File: config.mk
export PLATFORM = sky130hd
export DESIGN_NAME = deskew_ctrl
export DESIGN_NICKNAME = d
export VERILOG_FILES = /design/src/rtl/deskew_ctrl.sv
export SDC_FILE = /design/constraint.sdc
export NUM_CORES = 1
export LEC_CHECK = 0
export CAP_MARGIN = 20
export CORE_ASPECT_RATIO = 0.8
export CORE_UTILIZATION = 46
export CTS_CLUSTER_DIAMETER = 30
export DETAILED_ROUTE_END_ITERATION = 8
export PLACE_DENSITY = 0.87
export SLEW_MARGIN = 20
export SYNTH_ARGS = -nofsm -noshare
export SYNTH_HDL_FRONTEND = slang
export SYNTH_SLANG_ARGS = --single-unit
File: constraint.sdc
create_clock -name i_clock -period 1.9 [get_ports i_clock]
set_clock_uncertainty 0.1 [all_clocks]
set_input_delay 0.285 -clock i_clock [delete_from_list [all_inputs] [get_ports i_clock]]
set_output_delay 0.285 -clock i_clock [all_outputs]
set_load 0.02 [all_outputs]
File: src/rtl/deskew_ctrl.sv
// rtl/deskew_ctrl.sv - supervisory sequencer for the 100GbE PCS receive lane deskew engine
module deskew_ctrl #(
  parameter int N_LANES        = 20,
  parameter int SETTLE_CYCLES  = 4,
  parameter int DESKEW_TIMEOUT = 1024,
  parameter int MAX_RETRIES    = 4,
  parameter int HOLDOFF_CYCLES = 256,
  parameter int MAX_ALIGN_ERR  = 3,
  parameter int NB_TIMER       = $clog2(DESKEW_TIMEOUT + 1),
  parameter int NB_RETRY       = $clog2(MAX_RETRIES + 1)
) (
  input  logic                i_clock,
  input  logic                i_reset_n,
  input  logic                i_enable,
  input  logic                i_valid,
  input  logic [N_LANES-1:0]  i_lane_am_lock,
  input  logic                i_deskew_done,
  input  logic                i_invalid_skew,
  input  logic                i_align_err,
  output logic                o_deskew_enable,
  output logic                o_resync,
  output logic                o_am_lock_all,
  output logic                o_align_status,
  output logic [NB_RETRY-1:0] o_retry_count,
  output logic                o_fail,
  output logic [2:0]          o_state
);

  localparam int NB_ERR = $clog2(MAX_ALIGN_ERR + 1);

  localparam logic [NB_TIMER-1:0] SETTLE_LAST  = NB_TIMER'(SETTLE_CYCLES - 1);
  localparam logic [NB_TIMER-1:0] TIMEOUT_LAST = NB_TIMER'(DESKEW_TIMEOUT - 1);
  localparam logic [NB_TIMER-1:0] HOLDOFF_LAST = NB_TIMER'(HOLDOFF_CYCLES - 1);
  localparam logic [NB_RETRY-1:0] RETRY_LIMIT  = NB_RETRY'(MAX_RETRIES);
  localparam logic [NB_ERR-1:0]   ERR_LIMIT    = NB_ERR'(MAX_ALIGN_ERR);

  typedef enum logic [2:0] {
    WAIT_LOCK = 3'd0,
    SETTLE    = 3'd1,
    DESKEW    = 3'd2,
    ALIGNED   = 3'd3,
    RESYNC    = 3'd4,
    FAIL      = 3'd5
  } state_t;

  state_t              state, state_next;
  logic [NB_TIMER-1:0] timer, timer_next;
  logic [NB_RETRY-1:0] retry, retry_next, retry_inc;
  logic [NB_ERR-1:0]   err_cnt, err_next, err_inc;
  logic                step;
  logic                lock_all;

  assign step      = i_enable && i_valid;
  assign lock_all  = &i_lane_am_lock;
  assign retry_inc = retry + 1'b1;
  assign err_inc   = err_cnt + 1'b1;

  always_comb begin
    state_next = state;
    timer_next = timer;
    retry_next = retry;
    err_next   = err_cnt;
    case (state)
      WAIT_LOCK: begin
        if (lock_all) state_next = SETTLE;
      end
      SETTLE: begin
        if (!lock_all)                state_next = WAIT_LOCK;
        else if (timer == SETTLE_LAST) state_next = DESKEW;
        else                          timer_next = timer + 1'b1;
      end
      DESKEW: begin
        // Invalid skew and timeout share one branch so a coincident pair counts once.
        if (!lock_all) begin
          state_next = WAIT_LOCK;
        end else if (i_invalid_skew || (timer == TIMEOUT_LAST)) begin
          retry_next = retry_inc;
          state_next = (retry_inc == RETRY_LIMIT) ? FAIL : RESYNC;
        end else if (i_deskew_done) begin
          state_next = ALIGNED;
          retry_next = '0;
          err_next   = '0;
        end else begin
          timer_next = timer + 1'b1;
        end
      end
      ALIGNED: begin
        if (!lock_all) begin
          state_next = WAIT_LOCK;
        end else begin
          err_next = i_align_err ? err_inc : '0;
          if (!i_deskew_done || (i_align_err && (err_inc == ERR_LIMIT)))
            state_next = RESYNC;
        end
      end
      RESYNC: begin
        state_next = lock_all ? SETTLE : WAIT_LOCK;
      end
      FAIL: begin
        if (timer == HOLDOFF_LAST) state_next = WAIT_LOCK;
        else                       timer_next = timer + 1'b1;
      end
      default: begin
        state_next = WAIT_LOCK;
      end
    endcase
    if (state_next != state)     timer_next = '0;
    if (state_next == WAIT_LOCK) retry_next = '0;
  end

  always_ff @(posedge i_clock or negedge i_reset_n) begin
    if (!i_reset_n) begin
      state           <= WAIT_LOCK;
      timer           <= '0;
      retry           <= '0;
      err_cnt         <= '0;
      o_am_lock_all   <= 1'b0;
      o_resync        <= 1'b0;
      o_deskew_enable <= 1'b0;
      o_align_status  <= 1'b0;
      o_fail          <= 1'b0;
    end else begin
      o_resync <= 1'b0;
      if (step) begin
        state           <= state_next;
        timer           <= timer_next;
        retry           <= retry_next;
        err_cnt         <= err_next;
        o_am_lock_all   <= lock_all;
        o_resync        <= (state_next == RESYNC) && (state != RESYNC);
        o_deskew_enable <= (state_next == DESKEW) || (state_next == ALIGNED);
        o_align_status  <= (state_next == ALIGNED);
        o_fail          <= (state_next == FAIL);
      end
    end
  end

  assign o_retry_count = retry;
  assign o_state       = state;

endmodule
==> run metrics, run 1 <==
run status complete, but fails checks; violated checks negative setup slack; drt pass-1 iters 6; num rows 20; CP Capture Type flop; Arrival @ worst endpoint 2.50 ns; first-pass GRT wire length between 10 and 15 mm; Num CTS Buffers 3; # port buffers 37; clk buf depth 2; Max-cap violations 0; vias per cell around 6.9; Max Clock Freq between 400 and 500 MHz; RR Startpoint timer[0]; CTS root buf clkbuf_8; grt ovf 0; Post-synth EDFFs 0; area grow syn2layout 74.6%; register area around 610 um^2; DRC 0; Post-Route WL a little under 9 mm; Cell Chain, Critical Path clkdlybuf4s50_1 -> nand4_1 -> nor3_4 -> buf_4 -> nand3_2 -> and2_4 -> o31ai_1 -> o211ai_1; synth cell count leaders nand2_1, dfrtp_1, o21ai_0; fin. max-slew vios 0; Chip Width around 73 um; yosys warns 0; largest area contributor in the synthesized netlist dfrtp_1; worst-skew pair later-pin latency around 0.28 ns; CTS tree yes; initial antenna violation count 0; mean post-synth cell area 8.31 um^2; TritonCTS sink count 24; CP max stage delay 0.51 ns; synth unique cells 61; vias in the first global route between 2,000 and 2,500; Iteration-0 DRC Markers 342; via count around 2,600; WL/cell approximately 23 um; VDD IR max ~0.37 mV; ANT cells 0; ys async rst share 100%; area of the multi-input gates around 1500 um^2; Core Footprint around 3800 um^2; Reg2Reg Setup Slack -0.55 ns; Synth top area share between 30% and 40%; fin nets 360; worst slew pin tran around 0.43 ns; Detail Placement HPWL 4.62 mm; pin count of the biggest net entering global routing 25; num ports 38; Post-Syn Area 1840 um^2; Die ar. 4270 um^2; cell area power density 419 nW/um^2; min Tclk post-route about 2.5 ns; GPL Wtd Cong between 0.9 and 1; Req. time, crit path ~1.9 ns; worst hold slack approximately 0.27 ns; synthesis-stage register bit count 24; leakage 1.37 nW; Startpoint Class input pin; Rel. slew slack roughly 70%; fill count 207; unrepaired setup endpoints after global routing true; starting density of the core about half; Final Hold Fails 0; Slowest-stage cell, CP clkdlybuf4s50_1; post-route core utilization a little over four fifths; most frequent cell after synthesis nand2_1; total global-route track usage a little over a third; DRT antenna net count 0; worst hold path type in2async; H-tree lvl count 1; Syn Nets 253; top_reg_cell synth dfrtp_1; crit-path max FO 11; share of cells above drive strength 1 43.3%; height of the die 58.6 um; Period Utilization, post-route 130%; clock slew at reported path FFs about 0.090 ns; cells on worst reg2reg path 9; sequential element share of the synthesized area ~33%; kind of critical path in2reg; Final setup viols 23; Syn Inst Count ~220; setup ws final -0.564 ns; leading post-synthesis cells by cell area dfrtp_1, nand2_1, o21ai_0; r2r endpoint timer[8]
## per-stage QoR
stage	cell area [um^2]	worst slack, ns	TNS [ns]	power (mW)	instances
final	3220	-0.564	-7.68	1.35	383
after global routing	3220	-0.610	-9.33	1.38	383
after CTS	3030	-0.268	-3.71	1.29	371
after detailed placement	2700	-0.506	-8.45	0.814	359
after global placement	2700	-0.402	-6.85	0.812	359
after floorplan	1920	-0.0802	-0.569	0.650	222
## layout by cell type, fill, tap and decap left out, drive strengths merged, types with 5 or more instances in the layout
| master | instances |
|---|---|
| a21oi | 5 |
| nand3 | 10 |
| nor2 | 14 |
| nand4 | 10 |
| nand2 | 31 |
| clkdlybuf4s50 | 34 |
| buf | 77 |
| o31ai | 6 |
| nor3 | 10 |
| inv | 9 |
| nand2b | 8 |
| dfrtp | 24 |
| o21ai | 19 |
## worst max-delay path: cells and delay by family
family	cells	cell delay, ns
compound gates	2	0.62
buf+inv	2	0.69
simple gates	4	0.91
## report_power, final
part / internal, mW / switching, mW / leakage, nW
clock: 0.282 / 0.181 / 0.0357
combinational: 0.158 / 0.202 / 1.06
sequential: 0.517 / 0.0101 / 0.270
total: 0.957 / 0.393 / 1.37
## registers in the layout (all words and copies together), names as in the netlist
signal	count
o_am_lock_all	1
err_cnt	2
timer	11
o_deskew_enable	1
o_state	3
o_align_status	1
o_resync	1
o_fail	1
o_retry_count	3
## per-layer routing
layer  track usage, %  vias up  wire [um]
li1                 -     1047          -
met1             44.4     1226       3100
met2             60.1      259       4050
met4             13.7        0        725
met5                0        -          0
met3             7.71       96       1020
## cells by family after synthesis
logic type	share of synthesized area, %
adder cells (fa/ha/maj)	2.71
AO/OA/AOI/OAI	25.5
XOR/XNOR	0.475
buffers and inverters	5.77
AND/OR/NAND/NOR	31.8
flip-flops	32.6
multiplexers	1.15
## worst max-delay path by stage
| stage | startpoint | endpoint | slack (ns) | cells after the start |
|---|---|---|---|---|
| final | i_lane_am_lock[9] | timer[8] | -0.56 | 8 |
| after global routing | timer[7] | timer[10] | -0.61 | 7 |
| after CTS | timer[0] | err_cnt[1] | -0.27 | 7 |
| after detailed placement | i_lane_am_lock[9] | timer[4] | -0.51 | 8 |
| after global placement | i_lane_am_lock[9] | err_cnt[1] | -0.40 | 6 |
| after floorplan | timer[0] | err_cnt[1] | -0.08 | 7 |
## repair_timing
action / CTS / global route
gates cloned: 0 / 1
setup buffers: 10 / 14
hold buffers: 0 / 0
pin swaps: 20 / 18
gates resized for setup: 49 / 23
setup endpoints to repair: 24 / 24
## layout make-up
class / instances / share of cell area, %
multi-input cells: 177 / 45.8
repair buffers: 114 / 29.9
flip-flops and latches: 24 / 18.9
well taps: 55 / 2.14
clock buffers: 3 / 1.28
inverters: 9 / 1.05
clock inverters: 1 / 0.933
No activity file was read; power rests on OpenSTA's default activity.
==> inputs of run 2 (changes only) <==
- CORE_MARGIN: not set -> 2
==> run 2 against run 1 <==
Against the previous run:
- the flow still finishes with violations (negative setup slack)
- total power decreased by 4.7%
- design area increased by 5.3%
- register-to-register slack improved by 0.20 ns
- maximum frequency increased by 9.7%
- first-iteration DRC count increased by 19%
- routed wire length increased by 9.0%
- sequential power about the same
- non-clock buffer count decreased by 3
- die area increased by 6.3%
- cell count decreased by 0.26%
- core utilization increased by 4.5 points
- sequential cell count unchanged
- largest power group unchanged
==> run metrics, run 2 (synthesized netlist as in run 1, its figures left out) <==
leakage ~1.4 nW; Period Utilization, post-route 118%; CP max stage delay around 0.46 ns; setup ws final -0.345 ns; CP Capture Type flop; DRT antenna net count 0; Post-Route WL ~9.7 mm; Top Family by Delay on Critical Path compound AO/OA/AOI/OAI gates; Rel. slew slack ~71%; Startpoint Class flop; height of the die approximately 61 um; area grow syn2layout 83.9%; Cell Chain, Critical Path and3b_2 -> a311oi_4 -> o21ai_1 -> a211o_1 -> nand2_2 -> o21ai_1; pin count of the biggest net entering global routing 25; Arrival @ worst endpoint approximately 2.3 ns; Overall Power ~1.3 mW; cell area power density 379 nW/um^2; Final setup viols 23; Die ar. roughly 4500 um^2; most frequent cells in the layout buf_4, clkdlybuf4s50_1, nand2_1, dfrtp_1, buf_6; num ports 38; crit-path max FO 5; fin nets ~360; via count about 2,700; first-pass GRT wire length approximately 13 mm; GPL Wtd Cong just under 1; Detail Placement HPWL roughly 4.6 mm; worst hold path type in2async; worst slew pin tran approximately 0.43 ns; H-tree lvl count 1; grt ovf 0; CTS tree yes; vias in the first global route 2,503; Final Hold Fails 0; Max Clock Freq approximately 450 MHz; Slowest-stage cell, CP dfrtp_1; fin. max-slew vios 0; initial antenna violation count 0; TritonCTS sink count 24; run status complete, but fails checks; WL/cell roughly 25 um; placed insts around 360; CP Buf/Inv Count 0; max reg flops 11; Core Footprint about 3800 um^2; Num CTS Buffers 3; CTS root buf clkbuf_8; Req. time, crit path roughly 2.0 ns; clock slew at reported path FFs around 0.090 ns; # port buffers 37; Max-cap violations 0; clk buf depth 2; violated checks negative setup slack; vias per cell 7.04; DRC 0; Chip Width roughly 75 um; unrepaired setup endpoints after global routing true; post-route core utilization around nine tenths; share of cells above drive strength 1 roughly half; drt pass-1 iters 5; pre-CTS setup slack -0.532 ns; starting density of the core 48.2%; critical path's most frequent cell o21ai_1; most common cell after layout, fill and taps aside buf_4; num rows 20; worst-skew pair later-pin latency approximately 0.28 ns; VDD IR max approximately 0.38 mV; Largest Register timer; non-filler cells, final 382; total global-route track usage 39.0%; min Tclk post-route 2.25 ns; kind of critical path reg2reg; Iteration-0 DRC Markers 406
## run 2: changes by cell type in the layout (fill, tap and decap cells not counted), sizes merged
cell,before,now
buf,77,74
bufinv,1,0
clkdlybuf4s50,34,26
diode,0,1
dlygate4sd2,2,10
and2,3,4
clkbuf,3,4
## run 2: metal layers
layer	GRT usage (%)	vias to the layer above	share of wire [%]
met5	0	-	0
met4	22.2	0	8.6
met3	11.5	108	12
met2	63.5	269	45
met1	46.6	1263	34
li1	-	1050	-
## run 2: through the flow
step	instance area (um^2)	hold WS (ns)	TNS [ns]
after global routing	3390	0.319	-6.38
after global placement	2690	0.355	-7.36
after CTS	3190	0.284	-1.82
after floorplan	1920	-0.111	-0.569
final	3390	0.273	-5.60
after detailed placement	2690	0.369	-8.84
## run 2: what timing repair did
action                                  4_1_cts  5_1_grt
setup buffers                                15        4
endpoints found under the setup margin       25       24
gates cloned                                  2        0
gates resized for setup                      84       42
hold buffers                                  0        0
pin swaps                                    29       16
## run 2: worst paths after layout
kind	depth (start not counted)	end	start	slack, ns
setup / recovery	6	timer[3]	timer[10]	-0.35
hold / removal	2	err_cnt[1]	i_reset_n	0.27
setup reg to reg	6	timer[3]	timer[10]	-0.35
hold reg to reg	2	o_deskew_enable	o_deskew_enable	0.40
max in group asynchronous	2	o_state[2]	i_reset_n	1.15
min in group i_clock	2	o_deskew_enable	o_deskew_enable	0.40
## run 2: final cells by class
class	instances	area, um^2
diodes	1	2.50
clock buffers	4	55.1
fillers	163	438
inverters	9	33.8
multi-input cells	178	1650
flip-flops and latches	24	608
well taps	55	68.8
repair buffers	111	977
## run 2: power breakdown
| part | internal, mW | switching, mW |
|---|---|---|
| clock network | 0.186 | 0.182 |
| logic | 0.174 | 0.215 |
| registers | 0.517 | 0.0129 |
| total | 0.877 | 0.410 |
